**src/rtl/mau_pkg.sv**
```systemverilog
// Shared types for the multi-beat memory access unit: FSM states, the queued
// request record and the beat-count helper.
package mau_pkg;

    localparam int MAU_DATA_W = 16;
    localparam int MAU_BUS_W  = 8;
    localparam int MAU_ADDR_W = 16;
    localparam int MAU_DST_W  = 4;

    typedef enum logic {
        IDLE,
        ACCESS
    } mau_state_t;

    typedef struct packed {
        logic                  we;
        logic                  full;
        logic                  sgn;
        logic [MAU_ADDR_W-1:0] addr;
        logic [MAU_DATA_W-1:0] wdata;
        logic [MAU_DST_W-1:0]  dst;
    } mau_req_t;

    function automatic int beats_of(input logic full);
        return full ? MAU_DATA_W / MAU_BUS_W : 1;
    endfunction

endpackage

```
**src/rtl/mau_multibeat_if.sv**
```systemverilog
// CPU request, memory bus and writeback signals of the MAU. The master view is
// the MAU itself; the slave view is the CPU/memory side.
interface mau_multibeat_if #(
    parameter int DATA_W = 16,
    parameter int BUS_W  = 8,
    parameter int ADDR_W = 16,
    parameter int DST_W  = 4
);
    logic              req_valid;
    logic              req_ready;
    logic              req_we;
    logic              req_full;
    logic              req_signed;
    logic [ADDR_W-1:0] req_addr;
    logic [DATA_W-1:0] req_wdata;
    logic [DST_W-1:0]  req_dst;
    logic              mem_req;
    logic              mem_we;
    logic [ADDR_W-1:0] mem_addr;
    logic [BUS_W-1:0]  mem_wdata;
    logic [BUS_W-1:0]  mem_rdata;
    logic              mem_res;
    logic              out_en;
    logic [DATA_W-1:0] out;
    logic [DST_W-1:0]  o_dst;
    logic              st_done;
    logic              busy;

    modport master (
        input  req_valid, req_we, req_full, req_signed, req_addr, req_wdata, req_dst,
        input  mem_rdata, mem_res,
        output req_ready, mem_req, mem_we, mem_addr, mem_wdata,
        output out_en, out, o_dst, st_done, busy
    );

    modport slave (
        output req_valid, req_we, req_full, req_signed, req_addr, req_wdata, req_dst,
        output mem_rdata, mem_res,
        input  req_ready, mem_req, mem_we, mem_addr, mem_wdata,
        input  out_en, out, o_dst, st_done, busy
    );
endinterface

```
**src/rtl/mau_req_fifo.sv**
```systemverilog
// Request queue between the execute stage and the beat sequencer; head is the
// oldest entry and is valid whenever empty=0.
module mau_req_fifo
    import mau_pkg::*;
#(
    parameter int DEPTH = 2
) (
    input  logic     clk,
    input  logic     rst,
    input  logic     push,
    input  logic     pop,
    input  mau_req_t din,
    output logic     full,
    output logic     empty,
    output mau_req_t head
);
    localparam int PTR_W = (DEPTH > 1) ? $clog2(DEPTH) : 1;
    localparam int CNT_W = $clog2(DEPTH + 1);

    mau_req_t         mem [DEPTH];
    logic [PTR_W-1:0] wr_ptr, rd_ptr;
    logic [CNT_W-1:0] cnt;

    function automatic logic [PTR_W-1:0] inc(input logic [PTR_W-1:0] p);
        return (p == PTR_W'(DEPTH - 1)) ? '0 : p + PTR_W'(1);
    endfunction

    always_ff @(posedge clk) begin
        if (push) mem[wr_ptr] <= din;
    end

    always_ff @(posedge clk or posedge rst) begin
        if (rst) begin
            wr_ptr <= '0;
            rd_ptr <= '0;
            cnt    <= '0;
        end else begin
            if (push) wr_ptr <= inc(wr_ptr);
            if (pop)  rd_ptr <= inc(rd_ptr);
            case ({push, pop})
                2'b10:   cnt <= cnt + CNT_W'(1);
                2'b01:   cnt <= cnt - CNT_W'(1);
                default: cnt <= cnt;
            endcase
        end
    end

    assign full  = (cnt == CNT_W'(DEPTH));
    assign empty = (cnt == '0);
    assign head  = mem[rd_ptr];
endmodule

```
**src/rtl/mau_multibeat.sv**
```systemverilog
// Memory access unit: queues load/store requests and splits each into BUS_W
// beats on a req/res bus, assembling loads little-endian with optional sign extension.
module mau_multibeat
    import mau_pkg::*;
#(
    parameter int DATA_W = MAU_DATA_W,
    parameter int BUS_W  = MAU_BUS_W,
    parameter int ADDR_W = MAU_ADDR_W,
    parameter int DST_W  = MAU_DST_W,
    parameter int DEPTH  = 2
) (
    input logic            cpu_clk,
    input logic            cpu_rst,
    mau_multibeat_if.master bus
);
    localparam int NB_MAX = DATA_W / BUS_W;
    localparam int BEAT_W = (NB_MAX > 1) ? $clog2(NB_MAX) : 1;

    if (DATA_W % BUS_W != 0 || DEPTH < 1) begin : g_bad_cfg
        $error("mau_multibeat: DATA_W must be a multiple of BUS_W and DEPTH >= 1");
    end
    if (DATA_W != MAU_DATA_W || BUS_W != MAU_BUS_W || ADDR_W != MAU_ADDR_W || DST_W != MAU_DST_W)
    begin : g_pkg_mismatch
        $error("mau_multibeat: widths must match the request record in mau_pkg");
    end

    mau_state_t        state, state_nxt;
    logic [BEAT_W-1:0] beat, beat_nxt;
    mau_req_t          din, head;
    logic              full, empty, push, pop, last, fire;
    logic [DATA_W-1:0] asm_q, asm_nxt, ld_res, out_q;
    logic [DST_W-1:0]  dst_q;
    logic              out_en_q, st_done_q;

    assign push = bus.req_valid && !full;
    assign din  = '{we: bus.req_we, full: bus.req_full, sgn: bus.req_signed,
                    addr: bus.req_addr, wdata: bus.req_wdata, dst: bus.req_dst};

    mau_req_fifo #(.DEPTH(DEPTH)) u_fifo (
        .clk  (cpu_clk),
        .rst  (cpu_rst),
        .push (push),
        .pop  (pop),
        .din  (din),
        .full (full),
        .empty(empty),
        .head (head)
    );

    assign last = (int'(beat) == beats_of(head.full) - 1);
    assign fire = (state == ACCESS) && bus.mem_res;

    always_ff @(posedge cpu_clk or posedge cpu_rst) begin
        if (cpu_rst) state <= IDLE;
        else         state <= state_nxt;
    end

    always_comb begin
        state_nxt = state;
        beat_nxt  = beat;
        pop       = 1'b0;
        case (state)
            IDLE: begin
                if (!empty) begin
                    state_nxt = ACCESS;
                    beat_nxt  = '0;
                end
            end
            ACCESS: begin
                if (bus.mem_res) begin
                    if (last) begin
                        state_nxt = IDLE;
                        pop       = 1'b1;
                    end else begin
                        beat_nxt = beat + BEAT_W'(1);
                    end
                end
            end
            default: state_nxt = IDLE;
        endcase
    end

    // Final beat is merged combinationally so the result lands in out on the
    // same edge that retires the request.
    always_comb begin
        asm_nxt = asm_q;
        asm_nxt[beat*BUS_W +: BUS_W] = bus.mem_rdata;
        if (head.full)     ld_res = asm_nxt;
        else if (head.sgn) ld_res = DATA_W'($signed(bus.mem_rdata));
        else               ld_res = DATA_W'(bus.mem_rdata);
    end

    always_ff @(posedge cpu_clk or posedge cpu_rst) begin
        if (cpu_rst) begin
            beat      <= '0;
            asm_q     <= '0;
            out_q     <= '0;
            dst_q     <= '0;
            out_en_q  <= 1'b0;
            st_done_q <= 1'b0;
        end else begin
            beat      <= beat_nxt;
            out_en_q  <= 1'b0;
            st_done_q <= 1'b0;
            if (fire && !head.we) asm_q <= asm_nxt;
            if (fire && last) begin
                if (head.we) begin
                    st_done_q <= 1'b1;
                end else begin
                    out_q    <= ld_res;
                    dst_q    <= head.dst;
                    out_en_q <= 1'b1;
                end
            end
        end
    end

    assign bus.req_ready = !full;
    assign bus.busy      = !empty || (state != IDLE);
    assign bus.mem_req   = (state == ACCESS);
    assign bus.mem_we    = (state == ACCESS) && head.we;
    assign bus.mem_addr  = head.addr + ADDR_W'(beat);
    assign bus.mem_wdata = ((state == ACCESS) && head.we) ? head.wdata[beat*BUS_W +: BUS_W] : '0;
    assign bus.out_en    = out_en_q;
    assign bus.out       = out_q;
    assign bus.o_dst     = dst_q;
    assign bus.st_done   = st_done_q;
endmodule

```
**src/flat_wrapper.sv**
```systemverilog
// flat-port wrapper written by rule: the top's interface ports become plain ports
module mau_multibeat_flat import mau_pkg::*;
#(
    parameter int DATA_W = MAU_DATA_W,
    parameter int BUS_W  = MAU_BUS_W,
    parameter int ADDR_W = MAU_ADDR_W,
    parameter int DST_W  = MAU_DST_W,
    parameter int DEPTH  = 2
)
  (cpu_clk, cpu_rst, bus_req_valid, bus_req_we, bus_req_full, bus_req_signed, bus_req_addr, bus_req_wdata, bus_req_dst, bus_mem_rdata, bus_mem_res, bus_req_ready, bus_mem_req, bus_mem_we, bus_mem_addr, bus_mem_wdata, bus_out_en, bus_out, bus_o_dst, bus_st_done, bus_busy);
  mau_multibeat_if #(.DATA_W(DATA_W), .BUS_W(BUS_W), .ADDR_W(ADDR_W), .DST_W(DST_W)) bus_i ();
  input logic cpu_clk;
  input logic cpu_rst;
  input wire logic [$bits(bus_i.req_valid)-1:0] bus_req_valid;
  input wire logic [$bits(bus_i.req_we)-1:0] bus_req_we;
  input wire logic [$bits(bus_i.req_full)-1:0] bus_req_full;
  input wire logic [$bits(bus_i.req_signed)-1:0] bus_req_signed;
  input wire logic [$bits(bus_i.req_addr)-1:0] bus_req_addr;
  input wire logic [$bits(bus_i.req_wdata)-1:0] bus_req_wdata;
  input wire logic [$bits(bus_i.req_dst)-1:0] bus_req_dst;
  input wire logic [$bits(bus_i.mem_rdata)-1:0] bus_mem_rdata;
  input wire logic [$bits(bus_i.mem_res)-1:0] bus_mem_res;
  output wire logic [$bits(bus_i.req_ready)-1:0] bus_req_ready;
  output wire logic [$bits(bus_i.mem_req)-1:0] bus_mem_req;
  output wire logic [$bits(bus_i.mem_we)-1:0] bus_mem_we;
  output wire logic [$bits(bus_i.mem_addr)-1:0] bus_mem_addr;
  output wire logic [$bits(bus_i.mem_wdata)-1:0] bus_mem_wdata;
  output wire logic [$bits(bus_i.out_en)-1:0] bus_out_en;
  output wire logic [$bits(bus_i.out)-1:0] bus_out;
  output wire logic [$bits(bus_i.o_dst)-1:0] bus_o_dst;
  output wire logic [$bits(bus_i.st_done)-1:0] bus_st_done;
  output wire logic [$bits(bus_i.busy)-1:0] bus_busy;
  assign bus_i.req_valid = bus_req_valid;
  assign bus_i.req_we = bus_req_we;
  assign bus_i.req_full = bus_req_full;
  assign bus_i.req_signed = bus_req_signed;
  assign bus_i.req_addr = bus_req_addr;
  assign bus_i.req_wdata = bus_req_wdata;
  assign bus_i.req_dst = bus_req_dst;
  assign bus_i.mem_rdata = bus_mem_rdata;
  assign bus_i.mem_res = bus_mem_res;
  assign bus_req_ready = bus_i.req_ready;
  assign bus_mem_req = bus_i.mem_req;
  assign bus_mem_we = bus_i.mem_we;
  assign bus_mem_addr = bus_i.mem_addr;
  assign bus_mem_wdata = bus_i.mem_wdata;
  assign bus_out_en = bus_i.out_en;
  assign bus_out = bus_i.out;
  assign bus_o_dst = bus_i.o_dst;
  assign bus_st_done = bus_i.st_done;
  assign bus_busy = bus_i.busy;
  mau_multibeat #(.DATA_W(DATA_W), .BUS_W(BUS_W), .ADDR_W(ADDR_W), .DST_W(DST_W), .DEPTH(DEPTH)) u_core (.cpu_clk(cpu_clk), .cpu_rst(cpu_rst), .bus(bus_i));
endmodule
```
**config.mk**
```make
export PLATFORM = sky130hd
export DESIGN_NAME = mau_multibeat_flat
export DESIGN_NICKNAME = d
export VERILOG_FILES = /design/src/rtl/mau_pkg.sv /design/src/rtl/mau_multibeat_if.sv /design/src/rtl/mau_req_fifo.sv /design/src/rtl/mau_multibeat.sv /design/src/flat_wrapper.sv
export SDC_FILE = /design/constraint.sdc
export NUM_CORES = 1
export LEC_CHECK = 0
export CAP_MARGIN = 10
export CORE_MARGIN = 5
export CORE_UTILIZATION = 35
export DETAILED_ROUTE_END_ITERATION = 8
export GPL_TIMING_DRIVEN = 0
export PLACE_DENSITY_LB_ADDON = 0.2
export RECOVER_POWER = 25
export SYNTH_ARGS = -nofsm -noshare
export SYNTH_HDL_FRONTEND = slang
export SYNTH_SLANG_ARGS = --single-unit
```
**constraint.sdc**
```tcl
create_clock -name cpu_clk -period 4.1 [get_ports cpu_clk]
set_input_delay 0.41 -clock cpu_clk [delete_from_list [all_inputs] [get_ports cpu_clk]]
set_output_delay 0.41 -clock cpu_clk [all_outputs]
set_load 0.03 [all_outputs]
```
== Word level (Yosys, flattened, before mapping) ==
Memories as Yosys holds them, arrays and structs flattened.
Index checks and enable logic that the tools add are counted.
Word-level totals
  memory bits (writable): 78
  input bits: 51
  logic and storage cells: 69
  output and inout bits: 50
  register bits: 44
  memories: 1
Operators by class
  bitwise operators: 2
  reduce and logical (&&, ||, !) cells: 13
  multiplexer cells: 25
  add/sub/neg operators: 8
  equality and inequality tests: 7
  shifts and indexed selects: 3
Memory list
  u_core.u_fifo.mem: words 2, bits a word 39, rd ports 1, clocked after memory_dff 0, wr ports 1, line mau_req_fifo.sv:20  | mau_req_t mem [DEPTH];
Operators by type and width (count)
  $neg A4 Y34: 1
  $shift A8 B34 Y16 const A: 1
  $shiftx A8 B34 Y16: 1
  $eq A2 B32 Y1: 1
  $mux W16: 2
  $sub A32 B2 Y32 const B: 1
  $mux W1: 17
  $add A16 B1 Y16: 1
  $bwmux W16: 1
  $shiftx A16 B5 Y8: 1
  $mux W8: 1
  $ne A2 B2 Y1 const B: 3
  $logic_and A1 B1 Y1: 5
  $eq A2 B2 Y1 const B: 2
  $pmux W1 S2: 2
  $pmux W2 S2: 1
  $add A1 B1 Y1 const B: 3
  $logic_not A1 Y1: 3
  $reduce_and A3 Y1: 1
  $add A2 B1 Y2 const B: 1
  $eq A2 B1 Y1 const B: 1
  $logic_not A2 Y1: 1
  $mux W2: 1
  $not A1 Y1: 2
  4 further kinds: 4

== Logic depth before layout (Yosys ltp) ==
Gate-level depths: netlist of the first run.
An unclocked memory read counts as a cell.
  depth in word-level cells: 9
  gate-level depth with buffers: 12
  gate-level depth less buffers: 8

== By module ==
A second synthesis of the first run with hierarchy kept.
Unflattened totals
  cells, all modules: 299
  area, all modules: 4870.9 um2
Modules (own cells, without submodules)
  mau_req_fifo: cells each 138, instances 1, area each 3015.4 um2
  mau_multibeat: cells each 161, instances 1, area each 1855.5 um2

== Worst setup path before layout of the first run ==
OpenSTA, ideal clock, no wires.
  path kind: register to output
  start point: register u_core.u_fifo.rd_ptr
  end point: output bus_mem_addr[8]
  stages on the path, launching flop included: 13
  path buffers: 4
  data arrival time: 2838 ps
  slack: 852 ps
  data required time: 3690 ps
  path through: dfrtp_1 > buf_6 > buf_6 > buf_2 > buf_2 > mux2_2 > ha_1 > ha_1 > inv_1 > a2111oi_4 > nand3_1 > xor2_1 > mux2i_1
Between the ends
  cells in the longest elaborated chain, start to end: 2
RTL lines
  start, declared: line mau_req_fifo.sv:21  | logic [PTR_W-1:0] wr_ptr, rd_ptr;
  start signal, assigned: line mau_req_fifo.sv:39  | if (pop) rd_ptr <= inc(rd_ptr);
  $mem_v2 Z2 W39
  $add A16 B1 Y16: line mau_multibeat.sv:122  | assign bus.mem_addr = head.addr + ADDR_W'(beat);
  end, declared: line flat_wrapper.sv:26  | output wire logic [$bits(bus_i.mem_addr)-1:0] bus_mem_addr;
Every way passes these cells.

== Worst setup path in the final report of the first run ==
  start point: register u_core.u_fifo.rd_ptr
  end point: output bus_mem_addr[5]
Same word-level chain as after synthesis.

==> results.md, run 1 <==
- Routed via count divided by cell count: 4.96
- First-pass GRT wire length: 19,400 µm
- Share of the cycle needed by the critical path after routing: 94.0%
- Inserted Diodes: 0
- Total negative slack for setup checks: 0 ns
- Global placer's final weighted congestion: 0.743
- Placed Cells: 641
- Required time of the critical path: 3.69 ns
- Highest fanout seen on the critical path: 10
- Mapped Nets: 408
- Synth Cell Area: 5280 µm²
- Number of global-route vias before repair: 3,533
- Total count of hold-check failures in the final report: 0
- Insertion delay to the later sink of the worst-skew pair: 0.41 ns
- Portion of synthesized cell area occupied by the leading cell type: 44.4%
- Top cells by area in the synthesized netlist: sky130_fd_sc_hd__edfxtp_1 44%, sky130_fd_sc_hd__dfrtp_1 21%, sky130_fd_sc_hd__mux2_2 6.2%, sky130_fd_sc_hd__mux2i_1 3.4%, sky130_fd_sc_hd__mux4_2 3.4%
- RSZ-0062 raised after global routing: false
- Upper clock frequency limit: 259 MHz
- Antenna violations before repair: 0
- Final non-filler cell total: 673
- Count of input and output buffers: 100
- Overall power consumption: 6.03 mW
- Minimum clock period: 3.85 ns
- Violations in the final reports: max-capacitance violations, max-slew violations
- DP Worst Slack: -0.116 ns
- Endpoint class of the critical path: output port
- Clock transition at path regs: 0.05 ns
- Leak Pwr: 2.70 nW
- Flop and latch count out of synthesis: 122
- Area post-placement: 6580 µm²
- Slack of the critical path: 0.246 ns
- Pin count of the biggest net entering global routing: 44
- Path depth of the worst reg2reg path: 6
- Gr usage total: 14.3%
- Max-capacitance violation count: 1
- Fraction of final layout cells sized beyond drive strength 1: 19.4%
- Total clock buffers created by CTS: 17
- Hpwl dp: 8510 µm
- Syn avg cell area: 14.9 µm²
- Area enclosed by the die boundary: 17,600 µm²
- Maximum VDD drop: 0.317 mV
- Critical Path Source Type: register
- Max-slew violations: 44
- Buffers inserted by post-CTS timing repair: 0
- Relative area change from synthesis to final layout: 36.7%
- Flop2flop setup slack: 1.85 ns
- Critical R2R Capture: u_core.u_fifo.cnt[1]$_DFFE_PP0P_
- DRT antenna net count: 0
- Source of the worst register-to-register timing path: u_core.u_fifo.rd_ptr$_DFFE_PP0P_
- Hold Crit Class: input pin to asynchronous set/reset pin
- Gate count of the mapped netlist: 354
- Clock tree from TritonCTS: done
- Hold WS: 0.297 ns
- Count of different cell masters after synthesis: 43
- Width of the chip: 133 µm
- Final Net Count: 530
- Leading area contributor after synthesis: sky130_fd_sc_hd__edfxtp_1
- DRC: 0
- Worst setup path category: register to output port
- Final instance area: 7210 µm²
- Starting utilization of the core area: 36.0%
- Run status: finished with violations
- Yosys warning total: 0
- Num rows: 44
- Most frequent cell after synthesis: sky130_fd_sc_hd__edfxtp_1
- Most frequent cells after synthesis: 78 x sky130_fd_sc_hd__edfxtp_1, 44 x sky130_fd_sc_hd__dfrtp_1, 29 x sky130_fd_sc_hd__mux2_2
- Average detailed-routed wire length per instance: 18.0 µm
- Number of detailed-route iterations in the first pass: 4
- Layout Skew: 0.00564 ns
- Overflow left after global routing: 0
- Cell Pwr Density: 836 nW/µm²
- Detailed-route via count: 3,337
- Relative slew margins: -57.7%
- Final core utilization: 49.2%
- Core region area: 14,600 µm²
- Asr flop ratio synth: 36.1%
- Layout fillers: 1,293
- Worst-case clock buffer depth: 2
- Initial drt markers: 208
- Count of pins on the block boundary: 101
- Die Y: 133 µm
- Count of flip-flops with a built-in enable after synthesis: 78
- Setup-failing EPs final: 0
- Arrival time of data at the critical path endpoint: 3.44 ns
- Sum of routed wire length over all layers: 12,100 µm
- Clock sink total: 122
- Prevailing post-synth register cell: sky130_fd_sc_hd__edfxtp_1
- Slew of the pin with the lowest slew margin: 2.36 ns
- Share of synthesized area occupied by flip-flops and latches: 65.3%
- Htree depth: 4
- CTS Hold Buffers Added: 0
- Clock root buffer: sky130_fd_sc_hd__clkbuf_16
-- layout make-up --
class | instances | area, µm² | share of cell area, %
Sequential cell | 122 | 3440 | 47.8
Multi-Input combinational cell | 215 | 1750 | 24.2
Timing Repair Buffer | 103 | 1030 | 14.4
Clock buffer | 17 | 425 | 5.90
Tap cell | 184 | 230 | 3.19
Clock inverter | 15 | 229 | 3.18
Buffer | 13 | 87.6 | 1.21
Inverter | 4 | 15.0 | 0.208
-- repair_timing --
action | in CTS | in global routing
gates cloned | 0 | 0
endpoints found under the setup margin | 13 | 7
gates resized for setup | 10 | 10
-- cells in the final DEF, fill, tap and decap left out, types with 4 or more instances in the layout --
cell and count:
sky130_fd_sc_hd__clkbuf_16 17, sky130_fd_sc_hd__clkinv_2 4, sky130_fd_sc_hd__nand2_1 20, sky130_fd_sc_hd__o21ai_0 4
sky130_fd_sc_hd__o22ai_1 13, sky130_fd_sc_hd__xor2_1 14, sky130_fd_sc_hd__nand3_1 10, sky130_fd_sc_hd__dlymetal6s2s_1 4
sky130_fd_sc_hd__xnor2_1 9, sky130_fd_sc_hd__a21oi_1 12, sky130_fd_sc_hd__o22a_1 5, sky130_fd_sc_hd__mux2i_1 18
sky130_fd_sc_hd__a31oi_1 8, sky130_fd_sc_hd__dfrtp_1 44, sky130_fd_sc_hd__inv_1 4, sky130_fd_sc_hd__dlygate4sd3_1 16
sky130_fd_sc_hd__mux4_2 8, sky130_fd_sc_hd__nor2b_1 9, sky130_fd_sc_hd__edfxtp_1 78, sky130_fd_sc_hd__bufinv_16 6
sky130_fd_sc_hd__clkdlybuf4s50_1 73, sky130_fd_sc_hd__buf_2 4, sky130_fd_sc_hd__mux2_2 29, sky130_fd_sc_hd__dlygate4sd2_1 4
sky130_fd_sc_hd__nor2_1 18, sky130_fd_sc_hd__nand3b_1 4, sky130_fd_sc_hd__nand4_1 4
-- state kept, by name (all words and copies together), names as in the netlist, 2 cells and up --
| name | cells |
|---|---|
| u_core.u_fifo.mem | 78 |
| u_core.asm_q | 16 |
| u_core.bus.out | 16 |
| u_core.bus.o_dst | 4 |
| u_core.u_fifo.cnt | 2 |
-- worst max path at each step --
stage,startpoint,to,slack (ns),cells after the start
2_1_floorplan,u_core.u_fifo.rd_ptr$_DFFE_PP0P_,bus_mem_addr[8],0.85,12
3_3_place_gp,u_core.u_fifo.rd_ptr$_DFFE_PP0P_,bus_mem_addr[15],-0.13,11
3_5_place_dp,u_core.u_fifo.rd_ptr$_DFFE_PP0P_,bus_mem_addr[15],-0.12,11
4_1_cts,u_core.u_fifo.rd_ptr$_DFFE_PP0P_,bus_mem_addr[7],0.01,10
5_1_grt,u_core.u_fifo.rd_ptr$_DFFE_PP0P_,bus_mem_addr[12],0.04,13
6_report,u_core.u_fifo.rd_ptr$_DFFE_PP0P_,bus_mem_addr[5],0.25,10
-- cell families after synthesis --
group / Yosys count / share of synthesized area (%)
AO/OA/AOI/OAI: 49 / 6.28
XOR/XNOR: 23 / 3.82
adder cells (fa/ha/maj): 3 / 0.711
buffers and inverters: 17 / 1.90
flip-flops: 122 / 65.3
multiplexers: 56 / 13.3
AND/OR/NAND/NOR: 84 / 8.75
-- report_power, final --
group | switching, mW | internal, mW
sequential | 0.199 | 1.74
combinational | 1.38 | 1.06
clock | 0.513 | 1.13
total | 2.10 | 3.93
-- worst max-delay path, stage by stage (launching register included) --
cell                              delay [ns]
sky130_fd_sc_hd__dfrtp_1                0.39
sky130_fd_sc_hd__buf_6                  0.17
sky130_fd_sc_hd__buf_6                  0.16
sky130_fd_sc_hd__buf_2                  0.28
sky130_fd_sc_hd__buf_4                  0.29
sky130_fd_sc_hd__mux2_2                 0.36
sky130_fd_sc_hd__ha_1                   0.20
sky130_fd_sc_hd__a21boi_2               0.21
sky130_fd_sc_hd__nand2_1                0.10
sky130_fd_sc_hd__xor2_1                 0.17
sky130_fd_sc_hd__clkdlybuf4s50_1        0.69
-- metal layers --
metal	global-route usage [%]	up-vias	share of wire, %	wire [µm]
met4	5.89	0	1.8	218
met3	4.25	18	4.4	535
li1	-	1594	-	-
met1	18.5	1654	46	5520
met5	0	-	0	0
met2	22.6	71	48	5850
Note: power is estimated with default switching activity, not from simulation.
==> run 2, diff against run 1 <==
--- a/config.mk
+++ b/config.mk
@@ -9,9 +9,10 @@
 export CORE_MARGIN = 5
 export CORE_UTILIZATION = 35
 export DETAILED_ROUTE_END_ITERATION = 8
-export GPL_TIMING_DRIVEN = 0
+export GPL_ROUTABILITY_DRIVEN = 0
 export PLACE_DENSITY_LB_ADDON = 0.2
 export RECOVER_POWER = 25
+export REMOVE_ABC_BUFFERS = 1
 export SYNTH_ARGS = -nofsm -noshare
 export SYNTH_HDL_FRONTEND = slang
 export SYNTH_SLANG_ARGS = --single-unit
==> run 2 against run 1 <==
  * The flow now finishes without violations
  * Clock-buffer cell count grew 6
  * Highest routed layer is now met5
  * Maximum frequency is 5.9% higher
  * Combinational power fell by 4%
  * Non-clock buffer count fell by 11
  * Cell count down 1.6%
  * Core utilization is 1.4 points lower
  * Worst setup slack gained 0.21 ns
  * Critical path depth shrank 3
  * Clock power fell by 19%
  * Sequential share of layout area increased by 1.4 points
  * Largest cell class unchanged
  * Flip-flop and latch count stayed put
==> results.md, run 2 (synthesized netlist as in run 1, its figures left out) <==
- Run status: completed
- Inserted Diodes: 0 (unchanged)
- Flop2flop setup slack: 1.27 ns (-0.58 ns)
- Minimum clock period: 3.64 ns (-0.214 ns)
- Cell Pwr Density: 806 nW/µm² (-3.6%)
- Number of instances resized during post-cts repair: 0 (-10)
- Buffers inserted by post-CTS timing repair: 0 (unchanged)
- Source of the worst register-to-register timing path: u_core.u_fifo.rd_ptr$_DFFE_PP0P_
- Relative slew margins: 34.4% (+92 points)
- Worst setup path category: register to output port
- Total negative slack for setup checks: 0 ns (unchanged)
- Number of detailed-route iterations in the first pass: 5 (+1)
- Delay contributed by the slowest stage of the critical path: 0.69 ns (about the same)
- Count of pins on the block boundary: 101 (unchanged)
- Routed via count divided by cell count: 4.97 (+0.23%)
- Path depth of the worst reg2reg path: 6 (unchanged)
- Most common cell after layout, fill and taps aside: sky130_fd_sc_hd__edfxtp_1
- Leak Pwr: 2.55 nW (-5.6%)
- Top Family by Delay on Critical Path: buffers and inverters
- Total clock buffers created by CTS: 17 (unchanged)
- DRC: 0 (unchanged)
- First-pass GRT wire length: 18,500 µm (-4.7%)
- Hpwl dp: 8020 µm (-5.7%)
- Clock power share: 23.5% (-3.7 points)
- Htree depth: 4 (unchanged)
- Antenna violations before repair: 1 (+1)
- Sum of routed wire length over all layers: 11,500 µm (-5.2%)
- Core region area: 14,600 µm² (unchanged)
- Detailed-route via count: 3,290 (-1.4%)
- Critical R2R Capture: u_core.bus.out[5]$_DFFE_PP0P_
- Final Net Count: 519 (-2.1%)
- CTS Hold Buffers Added: 0 (unchanged)
- Gr usage total: 13.5% (-0.87 points)
- Slowest cell on the critical path: sky130_fd_sc_hd__clkdlybuf4s50_1
- Total count of hold-check failures in the final report: 0 (unchanged)
- Highest fanout seen on the critical path: 24 (+14)
- RSZ-0062 raised after global routing: false
- Starting utilization of the core area: 36.0% (unchanged)
- Endpoint class of the critical path: output port
- Upper clock frequency limit: 275 MHz (+5.9%)
- DRT antenna net count: 0 (unchanged)
- Cell internal pwr: 3.62 mW (-8.1%)
- Clock root buffer: sky130_fd_sc_hd__clkbuf_16
- Average detailed-routed wire length per instance: 17.3 µm (-3.6%)
- CP cell instances: mux2_2 > ha_1 > a21boi_0 > and2_2 > nand4b_1 > xor2_1 > clkdlybuf4s50_1
- CP bufs+invs: 1 (-4)
- Width of the chip: 133 µm (unchanged)
- Layout fillers: 1,248 (-3.5%)
- Layout Skew: 0.0105 ns (+0.00484 ns)
- Required time of the critical path: 3.69 ns (about the same)
- Critical Path Source Type: register
- Hold Crit Class: input pin to asynchronous set/reset pin
- Max-capacitance violation count: 0 (-1)
- Arrival time of data at the critical path endpoint: 3.23 ns (-0.21 ns)
- Maximum VDD drop: 0.352 mV (+11%)
- Final instance area: 7000 µm² (-2.9%)
- Insertion delay to the later sink of the worst-skew pair: 0.41 ns (about the same)
- Count of input and output buffers: 100 (unchanged)
- Setup-failing EPs final: 0 (unchanged)
- Number of global-route vias before repair: 3,530 (-0.085%)
- Share of the cycle needed by the critical path after routing: 88.8% (-5.2 points)
- Total net switching power: 2.03 mW (-3.1%)
- Clock sink total: 122 (unchanged)
- Initial drt markers: 214 (+2.9%)
- Slew of the pin with the lowest slew margin: 0.984 ns (-1.38 ns)
- Worst-case clock buffer depth: 2 (unchanged)
- Area post-placement: 6470 µm² (-1.6%)
- Max FFs per register: 78 (unchanged)
- Pin count of the biggest net entering global routing: 45 (+2.3%)
- Flop pwr share: 35.0% (+2.8 points)
- Largest Register: u_core.u_fifo.mem
- Leading cell types in the layout, fill and taps excluded: 78 x sky130_fd_sc_hd__edfxtp_1, 63 x sky130_fd_sc_hd__clkdlybuf4s50_1, 43 x sky130_fd_sc_hd__dfrtp_1, 37 x sky130_fd_sc_hd__dlygate4sd3_1, 29 x sky130_fd_sc_hd__mux2_2
- Die Y: 133 µm (unchanged)
- Final core utilization: 47.8% (-1.4 points)
- Relative area change from synthesis to final layout: 32.7%
- Overflow left after global routing: 0 (unchanged)
- Fraction of final layout cells sized beyond drive strength 1: 17.2% (-2.3 points)
- Sw frac: 36.0% (+1.2 points)
- Num rows: 44 (unchanged)
- Comb pwr share: 41.5% (+0.9 points)
- Max-slew violations: 0 (-100%)
- Clock transition at path regs: 0.05 ns (about the same)
- Clock tree from TritonCTS: done
- Area enclosed by the die boundary: 17,600 µm² (unchanged)
[run 2: cell count changes in the layout (fill, tap and decap cells not counted), sizes merged, moves of 4 or more]
cell | previous run | this run
dlymetal6s2s | 4 | 0
bufinv | 6 | 1
buf | 13 | 5
dlygate4sd2 | 4 | 0
dlygate4sd3 | 16 | 37
clkdlybuf4s50 | 73 | 63
[run 2: worst max path at each step]
stage                                      from                to  slack (ns)  cells past startpoint
2_1_floorplan  u_core.u_fifo.rd_ptr$_DFFE_PP0P_   bus_mem_addr[8]        0.40                      8
3_3_place_gp   u_core.u_fifo.rd_ptr$_DFFE_PP0P_  bus_mem_addr[15]        0.90                      7
3_5_place_dp   u_core.u_fifo.rd_ptr$_DFFE_PP0P_  bus_mem_addr[15]        0.82                      7
4_1_cts        u_core.u_fifo.rd_ptr$_DFFE_PP0P_  bus_mem_addr[15]        0.38                      7
5_1_grt        u_core.u_fifo.rd_ptr$_DFFE_PP0P_  bus_mem_addr[15]        0.17                      7
6_report       u_core.u_fifo.rd_ptr$_DFFE_PP0P_  bus_mem_addr[15]        0.46                      7
[run 2: worst min-delay path, stage by stage]
cell                              delay (ns)
sky130_fd_sc_hd__clkdlybuf4s50_1        0.40
sky130_fd_sc_hd__clkinv_1               0.04
sky130_fd_sc_hd__buf_4                  0.47
[run 2: stage by stage]
step	hold WS (ns)	setup slack [ns]	power (mW)	cells
after detailed placement	0.490	0.819	4.39	630
after floorplan	0.460	0.395	3.51	341
after CTS	0.465	0.379	5.75	662
after global routing	0.506	0.167	5.96	662
after global placement	0.483	0.895	4.35	630
final	0.460	0.460	5.65	662
[run 2: routing by layer]
layer | GRT usage [%] | vias up | wire length, µm | part of all wire [%]
met5 | 0 | - | 7 | 0.061
met2 | 21.8 | 82 | 5550 | 48
li1 | - | 1569 | - | -
met4 | 5.89 | 2 | 191 | 1.7
met1 | 16.7 | 1617 | 5140 | 45
met3 | 4.10 | 20 | 595 | 5.2
[run 2: area by class of cell]
cell class,instances,area (µm²),area share (%)
well taps,184,230,3.29
inverters,4,15.0,0.214
multi-input cells,215,1740,24.9
repair buffers,105,1040,14.8
clock buffers,23,458,6.54
clock inverters,9,75.1,1.07
flip-flops and latches,122,3440,49.2
[run 2: power by group through the flow]
stage               combinational, mW  sequential [mW]  clock [mW]
floorplan                        1.28             2.23           0
detailed placement               2.39             2.00           0
CTS                              2.40             1.98        1.37
finish                           2.34             1.98        1.33
global placement                 2.37             1.98           0
global route                     2.52             2.02        1.43
==> run 3, diff against run 2 <==
--- a/config.mk
+++ b/config.mk
@@ -8,8 +8,8 @@
 export CAP_MARGIN = 10
 export CORE_MARGIN = 5
 export CORE_UTILIZATION = 35
+export CTS_CLUSTER_SIZE = 8
 export DETAILED_ROUTE_END_ITERATION = 8
-export GPL_ROUTABILITY_DRIVEN = 0
 export PLACE_DENSITY_LB_ADDON = 0.2
 export RECOVER_POWER = 25
 export REMOVE_ABC_BUFFERS = 1
==> results of run 3 <==
The final DEF is identical to that of run 2; final timing and power are the same.
